`config.mk`:
```
export PLATFORM = sky130hd
export DESIGN_NAME = packet_receive
export DESIGN_NICKNAME = d
export VERILOG_FILES = /design/src/rtl/packet_pkg.sv /design/src/rtl/packet_fifo.sv /design/src/rtl/packet_receive.sv
export SDC_FILE = /design/constraint.sdc
export NUM_CORES = 1
export LEC_CHECK = 0
export ABC_AREA = 1
export ABC_CLOCK_PERIOD_IN_PS = 3200
export CORE_ASPECT_RATIO = 1.2
export CORE_MARGIN = 4
export CORE_UTILIZATION = 40
export DETAILED_ROUTE_END_ITERATION = 10
export SYNTH_ARGS = -nofsm -noshare
export SYNTH_HDL_FRONTEND = slang
export SYNTH_SLANG_ARGS = --single-unit
```
`constraint.sdc`:
```
create_clock -name CLK -period 3.2 [get_ports CLK]
set_input_delay 0.64 -clock CLK [delete_from_list [all_inputs] [get_ports CLK]]
set_output_delay 0.64 -clock CLK [all_outputs]
set_load 0.02 [all_outputs]
```
`src/rtl/packet_pkg.sv`:
```
// Shared definitions for the 38-bit packet link receiver: bus layout, tag/destination
// constants and FSM state encoding.
package packet_pkg;

    localparam int PKT_W    = 38;
    localparam int TAG_LSB  = 35;
    localparam int GEN_LSB  = 27;
    localparam int DEST_LSB = 20;
    localparam int F_LSB    = 16;
    localparam int DATA_LSB = 0;

    localparam logic [2:0] TAG_VALID  = 3'b111;
    localparam logic [6:0] DEST_BCAST = 7'h7F;

    localparam logic [1:0] ST_IDLE    = 2'd0;
    localparam logic [1:0] ST_CAPTURE = 2'd1;
    localparam logic [1:0] ST_ACK     = 2'd2;

    function automatic logic [2:0] pkt_tag(input logic [PKT_W-1:0] p);
        return p[TAG_LSB +: 3];
    endfunction

    function automatic logic [6:0] pkt_dest(input logic [PKT_W-1:0] p);
        return p[DEST_LSB +: 7];
    endfunction

endpackage

```
`src/rtl/packet_fifo.sv`:
```
// First-word-fall-through FIFO holding accepted packets; head is visible on rd_data
// while non-empty and forced to zero when empty.
module packet_fifo #(
    parameter int DEPTH = 8,
    parameter int WIDTH = 38
) (
    input  logic             clk,
    input  logic             rst,
    input  logic             wr_en,
    input  logic [WIDTH-1:0] wr_data,
    input  logic             rd_en,
    output logic [WIDTH-1:0] rd_data,
    output logic             full,
    output logic             empty
);

    localparam int AW = $clog2(DEPTH);

    logic [WIDTH-1:0] mem [DEPTH];
    logic [AW:0]      wr_ptr;
    logic [AW:0]      rd_ptr;
    logic             do_wr;
    logic             do_rd;

    // Extra pointer MSB separates full from empty when the index bits match.
    assign empty = (wr_ptr == rd_ptr);
    assign full  = (wr_ptr[AW] != rd_ptr[AW]) && (wr_ptr[AW-1:0] == rd_ptr[AW-1:0]);

    assign do_rd = rd_en && !empty;
    assign do_wr = wr_en && (!full || do_rd);

    assign rd_data = empty ? '0 : mem[rd_ptr[AW-1:0]];

    always_ff @(posedge clk) begin
        if (do_wr) begin
            mem[wr_ptr[AW-1:0]] <= wr_data;
        end
    end

    always_ff @(posedge clk or posedge rst) begin
        if (rst) begin
            wr_ptr <= '0;
            rd_ptr <= '0;
        end else begin
            if (do_wr) wr_ptr <= wr_ptr + 1'b1;
            if (do_rd) rd_ptr <= rd_ptr + 1'b1;
        end
    end

endmodule

```
`src/rtl/packet_receive.sv`:
```
// Receiving end of the packet link: synchronises SEND_IN, runs the 4-phase SEND/ACK
// handshake, classifies each captured packet and buffers accepted ones in a FWFT FIFO.
module packet_receive
    import packet_pkg::*;
#(
    parameter int         DEPTH       = 8,
    parameter logic [6:0] NODE_ID     = 7'd0,
    parameter logic       FILTER_EN   = 1'b0,
    parameter int         SYNC_STAGES = 2
) (
    input  logic             CLK,
    input  logic             RST,
    input  logic             SEND_IN,
    input  logic [PKT_W-1:0] PACKET_IN,
    output logic             ACK_OUT,
    input  logic             RD_EN,
    output logic [PKT_W-1:0] PKT_OUT,
    output logic             PKT_VALID,
    output logic             FULL,
    output logic [15:0]      RX_CNT,
    output logic [7:0]       ERR_CNT,
    output logic [1:0]       STATE_DBG
);

    logic [SYNC_STAGES-1:0] sync_q;
    logic                   s_req;
    logic [1:0]             state_q;
    logic [1:0]             state_d;
    logic [PKT_W-1:0]       pkt_q;
    logic                   ack_q;
    logic [15:0]            rx_cnt_q;
    logic [7:0]             err_cnt_q;
    logic                   tag_ok;
    logic                   dest_ok;
    logic                   accept;
    logic                   reject;
    logic                   fifo_full;
    logic                   fifo_empty;

    always_ff @(posedge CLK or posedge RST) begin
        if (RST) sync_q <= '0;
        else     sync_q <= {sync_q[SYNC_STAGES-2:0], SEND_IN};
    end

    assign s_req = sync_q[SYNC_STAGES-1];

    // FULL is only consulted in IDLE; nothing else writes the FIFO, so CAPTURE always has room.
    always_comb begin
        state_d = state_q;
        case (state_q)
            ST_IDLE:    if (s_req && !fifo_full) state_d = ST_CAPTURE;
            ST_CAPTURE: state_d = ST_ACK;
            ST_ACK:     if (!s_req) state_d = ST_IDLE;
            default:    state_d = ST_IDLE;
        endcase
    end

    assign tag_ok  = (pkt_tag(pkt_q) == TAG_VALID);
    assign dest_ok = !FILTER_EN || (pkt_dest(pkt_q) == NODE_ID) || (pkt_dest(pkt_q) == DEST_BCAST);
    assign accept  = (state_q == ST_CAPTURE) && tag_ok && dest_ok;
    assign reject  = (state_q == ST_CAPTURE) && !(tag_ok && dest_ok);

    always_ff @(posedge CLK or posedge RST) begin
        if (RST) begin
            state_q   <= ST_IDLE;
            pkt_q     <= '0;
            ack_q     <= 1'b0;
            rx_cnt_q  <= '0;
            err_cnt_q <= '0;
        end else begin
            state_q <= state_d;
            ack_q   <= (state_d == ST_ACK);
            if (state_q == ST_IDLE && state_d == ST_CAPTURE) pkt_q <= PACKET_IN;
            if (accept) rx_cnt_q <= rx_cnt_q + 16'd1;
            if (reject && err_cnt_q != 8'hFF) err_cnt_q <= err_cnt_q + 8'd1;
        end
    end

    packet_fifo #(
        .DEPTH (DEPTH),
        .WIDTH (PKT_W)
    ) u_fifo (
        .clk     (CLK),
        .rst     (RST),
        .wr_en   (accept),
        .wr_data (pkt_q),
        .rd_en   (RD_EN),
        .rd_data (PKT_OUT),
        .full    (fifo_full),
        .empty   (fifo_empty)
    );

    assign ACK_OUT   = ack_q;
    assign PKT_VALID = !fifo_empty;
    assign FULL      = fifo_full;
    assign RX_CNT    = rx_cnt_q;
    assign ERR_CNT   = err_cnt_q;
    assign STATE_DBG = state_q;

endmodule

```
Word level (Yosys, flattened, before mapping)
Memory sizes are Yosys's and may differ from the RTL's.
Index checks and enable logic that the tools add are counted.
{ "classes": {"eq_ne": 9, "addsub": 4, "n_reduce_logical": 13, "muxes": 6} }
{ "op_table": {"columns": ["operator", "n"], "rows": [
  ["two-way mux 38 bit", 1],
  ["adder 16 x 1 -> 16 bit (second input constant)", 1],
  ["adder 4 x 1 -> 4 bit (second input constant)", 2],
  ["adder 8 x 1 -> 8 bit (second input constant)", 1],
  ["logical AND 1 bit", 8],
  ["!= test 8 bit (second input constant)", 1],
  ["case mux 2 bit (3 select lines)", 1],
  ["equality test 2 x 1 -> 1 bit (second input constant)", 2],
  ["equality test 2 bit (second input constant)", 2],
  ["equality test 4 bit", 1],
  ["two-way mux 2 bit", 2],
  ["equality test 3 bit", 1],
  ["equality test 3 bit (second input constant)", 1],
  ["zero test 1 bit", 3],
  ["zero test 2 bit", 1],
  ["two-way mux 1 bit", 2],
  ["logical OR 1 bit", 1],
  ["!= test 1 bit", 1]
]} }
{ "word_totals": {"ram_bits": 304, "elab_cells": 41, "register_bits": 75, "out_inout_bits": 67, "n_memories": 1, "in_bits": 42} }
{ "mem_list": {"columns": ["name", "words", "width", "rd", "rd_clocked_by_memory_dff", "write_ports", "line_no", "source"], "rows": [
  ["u_fifo.mem", 8, 38, 1, 0, 1, "packet_fifo.sv:19", "logic [WIDTH-1:0] mem [DEPTH];"]
]} }

Logic depth before layout (Yosys ltp)
Gate-level depths: netlist (run 1).
{ "depth": {"word_depth": 8, "ltp_mapped": 12, "ltp_nobuf": 9} }

By module
Synthesis (run 1) repeated with hierarchy kept, for this count alone.
{ "unflattened": {"hier_cells": 1324, "hier_area_um2": 15378.5} }
{ "by_module_without_submodules": {"columns": ["module", "area_each_um2", "seq_area_each_um2", "cells_each", "n_inst"], "rows": [
  ["packet_fifo", 12470.7, 9328.9, 981, 1],
  ["packet_receive", 2907.8, 1676.6, 343, 1]
]} }

Least setup slack after synthesis (run 1)
OpenSTA, ideal clock, no wires.
{ "synth_timing": {"kind": "reg-to-reg", "startpoint": "register state_q[1], in the netlist STATE_DBG[1]", "endpoint": "memory u_fifo.mem[2][0], enable pin", "period_less_slack_ns": 3.312, "arrival_ns": 2.878, "slack_ns": -0.112, "stages_incl_launch_ff": 7, "required_ns": 2.767, "cell_sequence": "dfrtp_1 > inv_1 > nand2_1 > nor2_2 > buf_2 > nand3_1 > nor2_1"} }
{ "synth_via": {"elab_chain_cells": 5} }
{ "synth_rtl": {"columns": ["element", "line_no", "source"], "rows": [
  ["start: declaration", "packet_receive.sv:27", "logic [1:0] state_q;"],
  ["start signal: assignment", "packet_receive.sv:71", "state_q <= state_d;"],
  ["equality test 2 x 1 -> 1 bit", "packet_receive.sv:60", "assign accept = (state_q == ST_CAPTURE) && tag_ok && dest_ok;"],
  ["logical AND 1 bit", "packet_receive.sv:60", null],
  ["logical AND 1 bit", "packet_fifo.sv:30", "assign do_wr = wr_en && (!full || do_rd);"],
  ["two-way mux 1 bit", "packet_fifo.sv:35", "if (do_wr) begin"],
  ["two-way mux 1 bit (implied by the code)", "packet_fifo.sv:36", "mem[wr_ptr[AW-1:0]] <= wr_data;"],
  ["end: declaration", "packet_fifo.sv:19", null]
]} }
No other way between the ends.

Worst setup path after layout (run 1)
{ "layout_timing": {"startpoint": "register u_fifo.rd_ptr[0]", "endpoint": "output port PKT_OUT[5]"} }
{ "layout_via": {"elab_chain_cells": 2} }
{ "layout_rtl": {"columns": ["element", "line_no", "source"], "rows": [
  ["start: declaration", "packet_fifo.sv:21", "logic [AW:0] rd_ptr;"],
  ["start signal: assignment", "packet_fifo.sv:46", "if (do_rd) rd_ptr <= rd_ptr + 1'b1;"],
  ["memory (8 x 38 bit) or equality test 4 bit (tied branches)", null, null],
  ["two-way mux 38 bit *", "packet_fifo.sv:32", "assign rd_data = empty ? '0 : mem[rd_ptr[AW-1:0]];"],
  ["end: declaration", "packet_receive.sv:17", "output logic [PKT_W-1:0] PKT_OUT,"]
]} }
Mark *: on every way between the ends. The rest lies on a longest branch, timed or not.

==> results by group, run 1 <==
Drt
  – Avg Vias per Cell: 5.14
  – Routed length per instance: 18.4 µm
  – First drt pass iteration count: 5
  – Initial drt markers: 764
  – Vias: 9950
  – Final wirelength: 35.5 mm
  – Antenna viol nets, final: 0
  – DR DRC count: 0

Logic synthesis
  – Avg Inst Size Synth: 11.5 µm²
  – Flops & latches, synth: 379
  – Mapped Cells: 1321
  – Seq/Total Area, Yosys: 72.2%
  – Predominant post-synthesis flop cell: edfxtp_1
  – Synth warnings: 0
  – EDFF count, synth: 304
  – Async SR Flop Fraction: 19.8%
  – Net count after synthesis: 1367
  – Synth cell types: 28
  – Mapped Area: 0.0152 mm²

Layout
  – Register area: 0.0110 mm²
  – Layout Nets: 1472
  – Fillers: 3375
  – ANT cells: 0
  – Final design utilization: 48.2%
  – Most common cell after layout, fill and taps aside: edfxtp_1
  – Multi-input gate area: 0.00384 mm²
  – Commonest non-fill, non-tap cells in the layout: edfxtp_1, nor2_1, nand2_1
  – Final Instance Count excl. Fillers: 1934
  – Layout cells sized above 1: 8.05%
  – Layout area overhead: 19.2%

Global routing
  – First-pass GRT wire length: 55.8 mm
  – Number of global-route vias before repair: 9978
  – Gr ovfl total: 0
  – Gr usage total: 17.2%
  – Largest net degree at the start of global routing: 83
  – Antenna violations before repair: 0

Placement
  – GPL Wtd Cong: 0.769
  – DP Wirelength: 19.3 mm
  – Port bufs: 108
  – Placed insts: 1867

Setup path
  – Worst setup SP type: register
  – Critical path's largest stage delay: 0.59 ns
  – Crit Path Class: register to output port
  – Worst EP required: 2.56 ns
  – Worst EP arrival: 2.49 ns
  – Most frequent CP cell: nand2_1
  – Crit path max-delay cell type: dfrtp_4
  – Setup crit end kind: output port
  – Critical path peak fanout: 17
  – Crit-path cells: inv_4 -> nand2_1 -> nand2_1 -> nor2_4 -> nand3_2 -> buf_4 -> o21ai_0 -> nor2_1 -> dlygate4sd2_1

Die
  – Initial core utilization: 40.4%
  – Rows: 78
  – Die ar.: 0.0413 mm²
  – Die Height: 222 µm
  – Core footprint: 0.0377 mm²
  – Die X: 186 µm
  – I/O Pins: 109

STA
  – Clock Skew: 0.0173 ns
  – Setup TNS: 0 ns
  – Minimum clock period: 3.13 ns
  – RSZ-0062 raised after global routing: yes
  – Final period utilization: 97.9%
  – # setup viols final: 0
  – Fin. max-slew vios: 0
  – Fmax: 0.319 GHz
  – Slew HR: 45.0%
  – Worst slew pin tran: 0.824 ns
  – Hold Violations, Final: 0

Power and ir drop
  – Combinational Power Share: 34.3%
  – Clock power share: 24.6%
  – Maximum vdd drop: 0.473 mV
  – PwrDens: 930 mW/mm²
  – Tot Pwr: 16900 µW
  – Sw Ratio: 37.3%
  – Internal power: 10600 µW
  – Static leakage: 0.00663 µW
  – P_sw: 6300 µW
  – Sequential power share: 41.2%

Status
  – Status: finished, final reports clean

Clocking
  – Clock root buffer: clkbuf_16
  – Worst-skew pair later-pin latency: 0.53 ns
  – Max Buffers Root-to-Sink: 3
  – Clock H-tree levels: 2
  – CTS tree: built
  – Clock Sinks: 379
  – CTS buffer count: 37
  – Post-CTS setup buffer count: 0
  – Reg clk slew, reported paths: 0.06 ns

Hold path
  – Hold WC Path Type: register to register

Run
  – MaxCap Viol Count: 0
[critical path, delay by kind of cell (launching register included)]
kind / cells / cell delay, ns
compound gates: 1 / 0.11
simple gates: 5 / 0.52
buf+inv: 3 / 0.74
flops: 1 / 0.59
[state kept, by name, indices dropped and copies added, names as in the netlist]
signal / count
ACK_OUT: 1
ERR_CNT: 8
RX_CNT: 16
STATE_DBG: 2
pkt_q: 38
sync_q: 2
u_fifo.mem: 304
u_fifo.rd_ptr: 4
u_fifo.wr_ptr: 4
[synthesized netlist by cell type (2+ instances only)]
library cell / count / area (µm²)
edfxtp_1: 304 / 9130
nor2_1: 295 / 1110
nand2_1: 216 / 811
o21ai_0: 203 / 1020
dfrtp_1: 75 / 1880
o22ai_1: 38 / 238
clkbuf_1: 37 / 139
o21ai_1: 32 / 160
inv_1: 21 / 78.8
buf_2: 20 / 100
nand3_1: 18 / 90.1
xnor2_1: 13 / 114
xor2_1: 10 / 87.6
buf_1: 5 / 18.8
buf_6: 5 / 56.3
buf_4: 4 / 30.0
ha_1: 4 / 50.1
inv_2: 4 / 15.0
nand3b_1: 4 / 30.0
clkbuf_2: 3 / 15.0
nand2_2: 2 / 12.5
nor2_2: 2 / 12.5
[routing by layer]
layer	track usage (%)	wire length, µm
met5	0	0
met4	4.82	758
met3	3.05	1740
met2	28.6	17400
met1	23.4	15600
[worst paths after layout]
path                                                   start                           end  slack (ns)  depth (start not counted)
worst max-delay path            u_fifo.rd_ptr[0]$_DFFE_PP0P_                    PKT_OUT[5]        0.07                          9
worst min-delay path                     sync_q[0]$_DFF_PP0_           sync_q[1]$_DFF_PP0_        0.35                          0
worst max register to register  u_fifo.rd_ptr[0]$_DFFE_PP0P_    u_fifo.mem[2][0]$_DFFE_PP_        0.74                          8
worst min register to register           sync_q[0]$_DFF_PP0_           sync_q[1]$_DFF_PP0_        0.35                          0
max in group asynchronous                                RST          pkt_q[5]$_DFFE_PP0P_        2.19                          3
min in group asynchronous                                RST  u_fifo.wr_ptr[3]$_DFFE_PP0P_        0.38                          2
[area by class of cell]
cell class	instances	share of cell area, %
Sequential cell	379	60.7
Multi-Input combinational cell	843	21.1
Timing Repair Buffer	140	8.00
Clock buffer	51	5.73
Tap cell	480	3.31
Clock inverter	16	0.627
Inverter	25	0.537
[metrics by stage]
stage               cell area (µm²)  setup slack [ns]  hold WS [ns]
finish                        18200            0.0681         0.350
floorplan                     15200            -0.112         0.331
global route                  18200           -0.0933         0.358
CTS                           18200            0.0102         0.352
detailed placement            17100             0.266         0.338
global placement              17100             0.254         0.334
[cell families (layout without fill, tap and decap cells)]
family,count (synthesis),in the layout,synth area share [%]
XOR/XNOR,23,23,1.32
AND/OR/NAND/NOR,542,542,13.8
AO/OA/AOI/OAI,274,274,9.32
adder cells (fa/ha/maj),4,4,0.329
buffers and inverters,99,232,2.97
flip-flops,379,379,72.2
[power groups by stage]
stage          logic (µW)  clock network, µW  registers [µW]
2_1_floorplan        3740                  0            6800
3_3_place_gp         6190                  0            7010
3_5_place_dp         6250                  0            7040
4_1_cts              5910               4250            6940
5_1_grt              6450               4460            7050
6_report             5780               4150            6950
[repair_timing]
action                                 4_1_cts  5_1_grt
resized for setup                           41       28
hold buffers                                 0        0
setup endpoints to repair                   38       19
endpoints found under the hold margin        0        0
gates cloned                                 0        0
(Power assumes the default switching activity.)
==> inputs of run 2 (changes only) <==
--- a/config.mk
+++ b/config.mk
@@ -6,11 +6,10 @@
 export NUM_CORES = 1
 export LEC_CHECK = 0
 export ABC_AREA = 1
-export ABC_CLOCK_PERIOD_IN_PS = 3200
-export CORE_ASPECT_RATIO = 1.2
 export CORE_MARGIN = 4
 export CORE_UTILIZATION = 40
 export DETAILED_ROUTE_END_ITERATION = 10
+export SETUP_SLACK_MARGIN = 0.05
 export SYNTH_ARGS = -nofsm -noshare
 export SYNTH_HDL_FRONTEND = slang
 export SYNTH_SLANG_ARGS = --single-unit
==> run 2 against run 1 <==
The flow now finishes with violations (negative setup slack). Clock skew shrank 0.0045 ns. Maximum frequency shrank 5.9%. Sequential power shrank 0.6%. Cell area grew 1.9%. Non-clock buffer count grew 5. Largest power group unchanged. Cell count grew 2.1%. Register-to-register slack gained 0.08 ns. Worst setup slack lost 0.19 ns. Clock-buffer cell count shrank 8. Die area is essentially flat. Clock power grew 14%.
==> results by group, run 2 (synthesis results as in run 1) <==
Layout
  – Layout Nets: 1480 (+0.54%)
  – Layout cells sized above 1: 8.61% (+0.56 points)
  – Final design utilization: 49.3% (+1.0 points)
  – Most common cell after layout, fill and taps aside: edfxtp_1
  – ANT cells: 0 (unchanged)
  – Largest register FFs: 304 (unchanged)
  – Layout area overhead: 21.5%
  – Commonest non-fill, non-tap cells in the layout: edfxtp_1, nor2_1, nand2_1

STA
  – RSZ-0062 raised after global routing: yes
  – Clock Skew: 0.0128 ns (-0.00447 ns)
  – Worst slew pin tran: 0.892 ns (+0.0684 ns)
  – Hold WS: 0.350 ns (+0.000197 ns)
  – Minimum clock period: 3.33 ns (+0.195 ns)
  – Slew HR: 40.4% (-4.6 points)
  – Fmax: 0.301 GHz (-5.9%)
  – Final period utilization: 104% (+6.1 points)
  – # setup viols final: 2 (+2)
  – Hold Violations, Final: 0 (unchanged)
  – Setup WS post-layout: -0.127 ns (-0.195 ns)
  – Fin. max-slew vios: 0 (unchanged)

Placement
  – Port bufs: 108 (unchanged)
  – GPL Wtd Cong: 0.785 (+2.1%)
  – Worst slack, placed: 0.345 ns (+0.0795 ns)
  – DP Wirelength: 20.2 mm (+4.6%)

Die
  – Die ar.: 0.0413 mm² (about the same)
  – Die Height: 203 µm (-8.4%)
  – Initial core utilization: 40.5% (+0.10 points)
  – I/O Pins: 109 (unchanged)
  – Rows: 71 (-9.0%)
  – Die X: 203 µm (+9.1%)
  – Core footprint: 0.0376 mm² (-0.25%)

Setup path
  – Worst setup SP type: register
  – Critical path's largest stage delay: 0.62 ns (+0.03 ns)
  – Worst EP required: 2.56 ns (about the same)
  – Most frequent CP cell: o21ai_0
  – Crit Path Class: register to output port
  – Worst Path Buf+Inv: 2 (-1)
  – Critical path peak fanout: 105 (+88)
  – Crit path max-delay cell type: clkdlybuf4s50_1
  – Top delay family on crit path: buffers and inverters
  – Worst EP arrival: 2.69 ns (+0.20 ns)
  – Crit-path cells: buf_16 -> o21ai_0 -> o21ai_0 -> o21ai_0 -> nor2_1 -> clkdlybuf4s50_1
  – Setup crit end kind: output port

Clocking
  – Clock root buffer: clkbuf_16
  – Reg clk slew, reported paths: 0.06 ns (about the same)
  – Max Buffers Root-to-Sink: 3 (unchanged)
  – Clock Sinks: 379 (unchanged)
  – Worst-skew pair later-pin latency: 0.52 ns (about the same)
  – Clock H-tree levels: 2 (unchanged)
  – Cts hold-fix bufs: 0 (unchanged)
  – CTS buffer count: 40 (+8.1%)
  – CTS tree: built

Power and ir drop
  – PwrDens: 954 mW/mm² (+2.7%)
  – Static leakage: 0.00697 µW (+5.0%)
  – Maximum vdd drop: 0.671 mV (+42%)

Hold path
  – Hold WC Path Type: register to register

Run
  – MaxCap Viol Count: 0 (unchanged)

Global routing
  – Gr usage total: 17.2% (-0.059 points)
  – Gr ovfl total: 0 (unchanged)
  – Largest net degree at the start of global routing: 106 (+28%)
  – Antenna violations before repair: 0 (unchanged)
  – Number of global-route vias before repair: 9704 (-2.7%)
  – First-pass GRT wire length: 55.8 mm (about the same)

Drt
  – Avg Vias per Cell: 5.02 (-2.4%)
  – Antenna viol nets, final: 0 (unchanged)
  – Initial drt markers: 744 (-2.6%)
  – DR DRC count: 0 (unchanged)
  – Vias: 9912 (-0.38%)
  – First drt pass iteration count: 5 (unchanged)
  – Final wirelength: 36.2 mm (+1.9%)
  – Routed length per instance: 18.3 µm (-0.22%)

Status
  – Status: complete, but fails checks
  – Failing checks: negative setup slack
==> run 2: cell types whose count changed in the layout (fill, tap and decap cells not counted), sizes merged <==
cell	previous run	this run
buf	32	35
bufinv	1	7
clkbuf	62	48
clkdlybuf4s15	7	1
clkdlybuf4s50	70	72
clkinv	13	21
clkinvlp	1	2
dlygate4sd2	20	10
dlymetal6s2s	0	22
inv	26	24
==> run 2: worst paths after layout <==
| path | start | endpoint | slack [ns] | depth (start not counted) |
|---|---|---|---|---|
| max | u_fifo.rd_ptr[0]$_DFFE_PP0P_ | PKT_OUT[11] | -0.13 | 6 |
| min | sync_q[0]$_DFF_PP0_ | sync_q[1]$_DFF_PP0_ | 0.35 | 0 |
| max reg2reg | pkt_q[35]$_DFFE_PP0P_ | u_fifo.mem[4][16]$_DFFE_PP_ | 0.82 | 5 |
| min reg2reg | sync_q[0]$_DFF_PP0_ | sync_q[1]$_DFF_PP0_ | 0.35 | 0 |
| max in group asynchronous | RST | pkt_q[18]$_DFFE_PP0P_ | 1.99 | 3 |
| min in group asynchronous | RST | ERR_CNT[4]$_DFFE_PP0P_ | 0.52 | 2 |
==> run 2: power by group <==
| part | total (µW) | switching (µW) | internal (µW) |
|---|---|---|---|
| sequential | 6910 | 673 | 6240 |
| clock | 4740 | 1820 | 2920 |
| combinational | 6010 | 3860 | 2150 |
==> run 2: per-layer routing <==
metal,vias up,part of all wire [%],wire length [µm],global-route usage [%]
met5,-,0,0,0
met4,0,1.9,678,4.31
met3,52,6.0,2190,3.64
met2,257,46,16800,27.9
met1,4791,46,16500,24.0
li1,4812,-,-,-
==> run 2: final cells by class <==
| class | instances | area (µm²) |
|---|---|---|
| flip-flops and latches | 379 | 11000 |
| clock buffers | 43 | 1040 |
| well taps | 511 | 639 |
| clock inverters | 29 | 315 |
| repair buffers | 145 | 1560 |
| fillers | 3334 | 19100 |
| multi-input cells | 843 | 3840 |
| inverters | 25 | 98.8 |
==> run 2: timing repair <==
item / CTS / global route
setup buffers: 0 / 0
gates cloned: 0 / 1
gates resized for setup: 18 / 33
endpoints found under the setup margin: 38 / 32
==> run 2: stage by stage <==
stage | setup TNS [ns] | cells | total power (µW) | instance area [µm²]
after CTS | -1.36 | 1974 | 17900 | 18400
final | -0.153 | 1975 | 17700 | 18500
after detailed placement | 0 | 1902 | 13200 | 17100
after floorplan | -12.71 | 1321 | 10500 | 15200
after global placement | 0 | 1902 | 13100 | 17100
after global routing | -0.439 | 1975 | 18800 | 18500
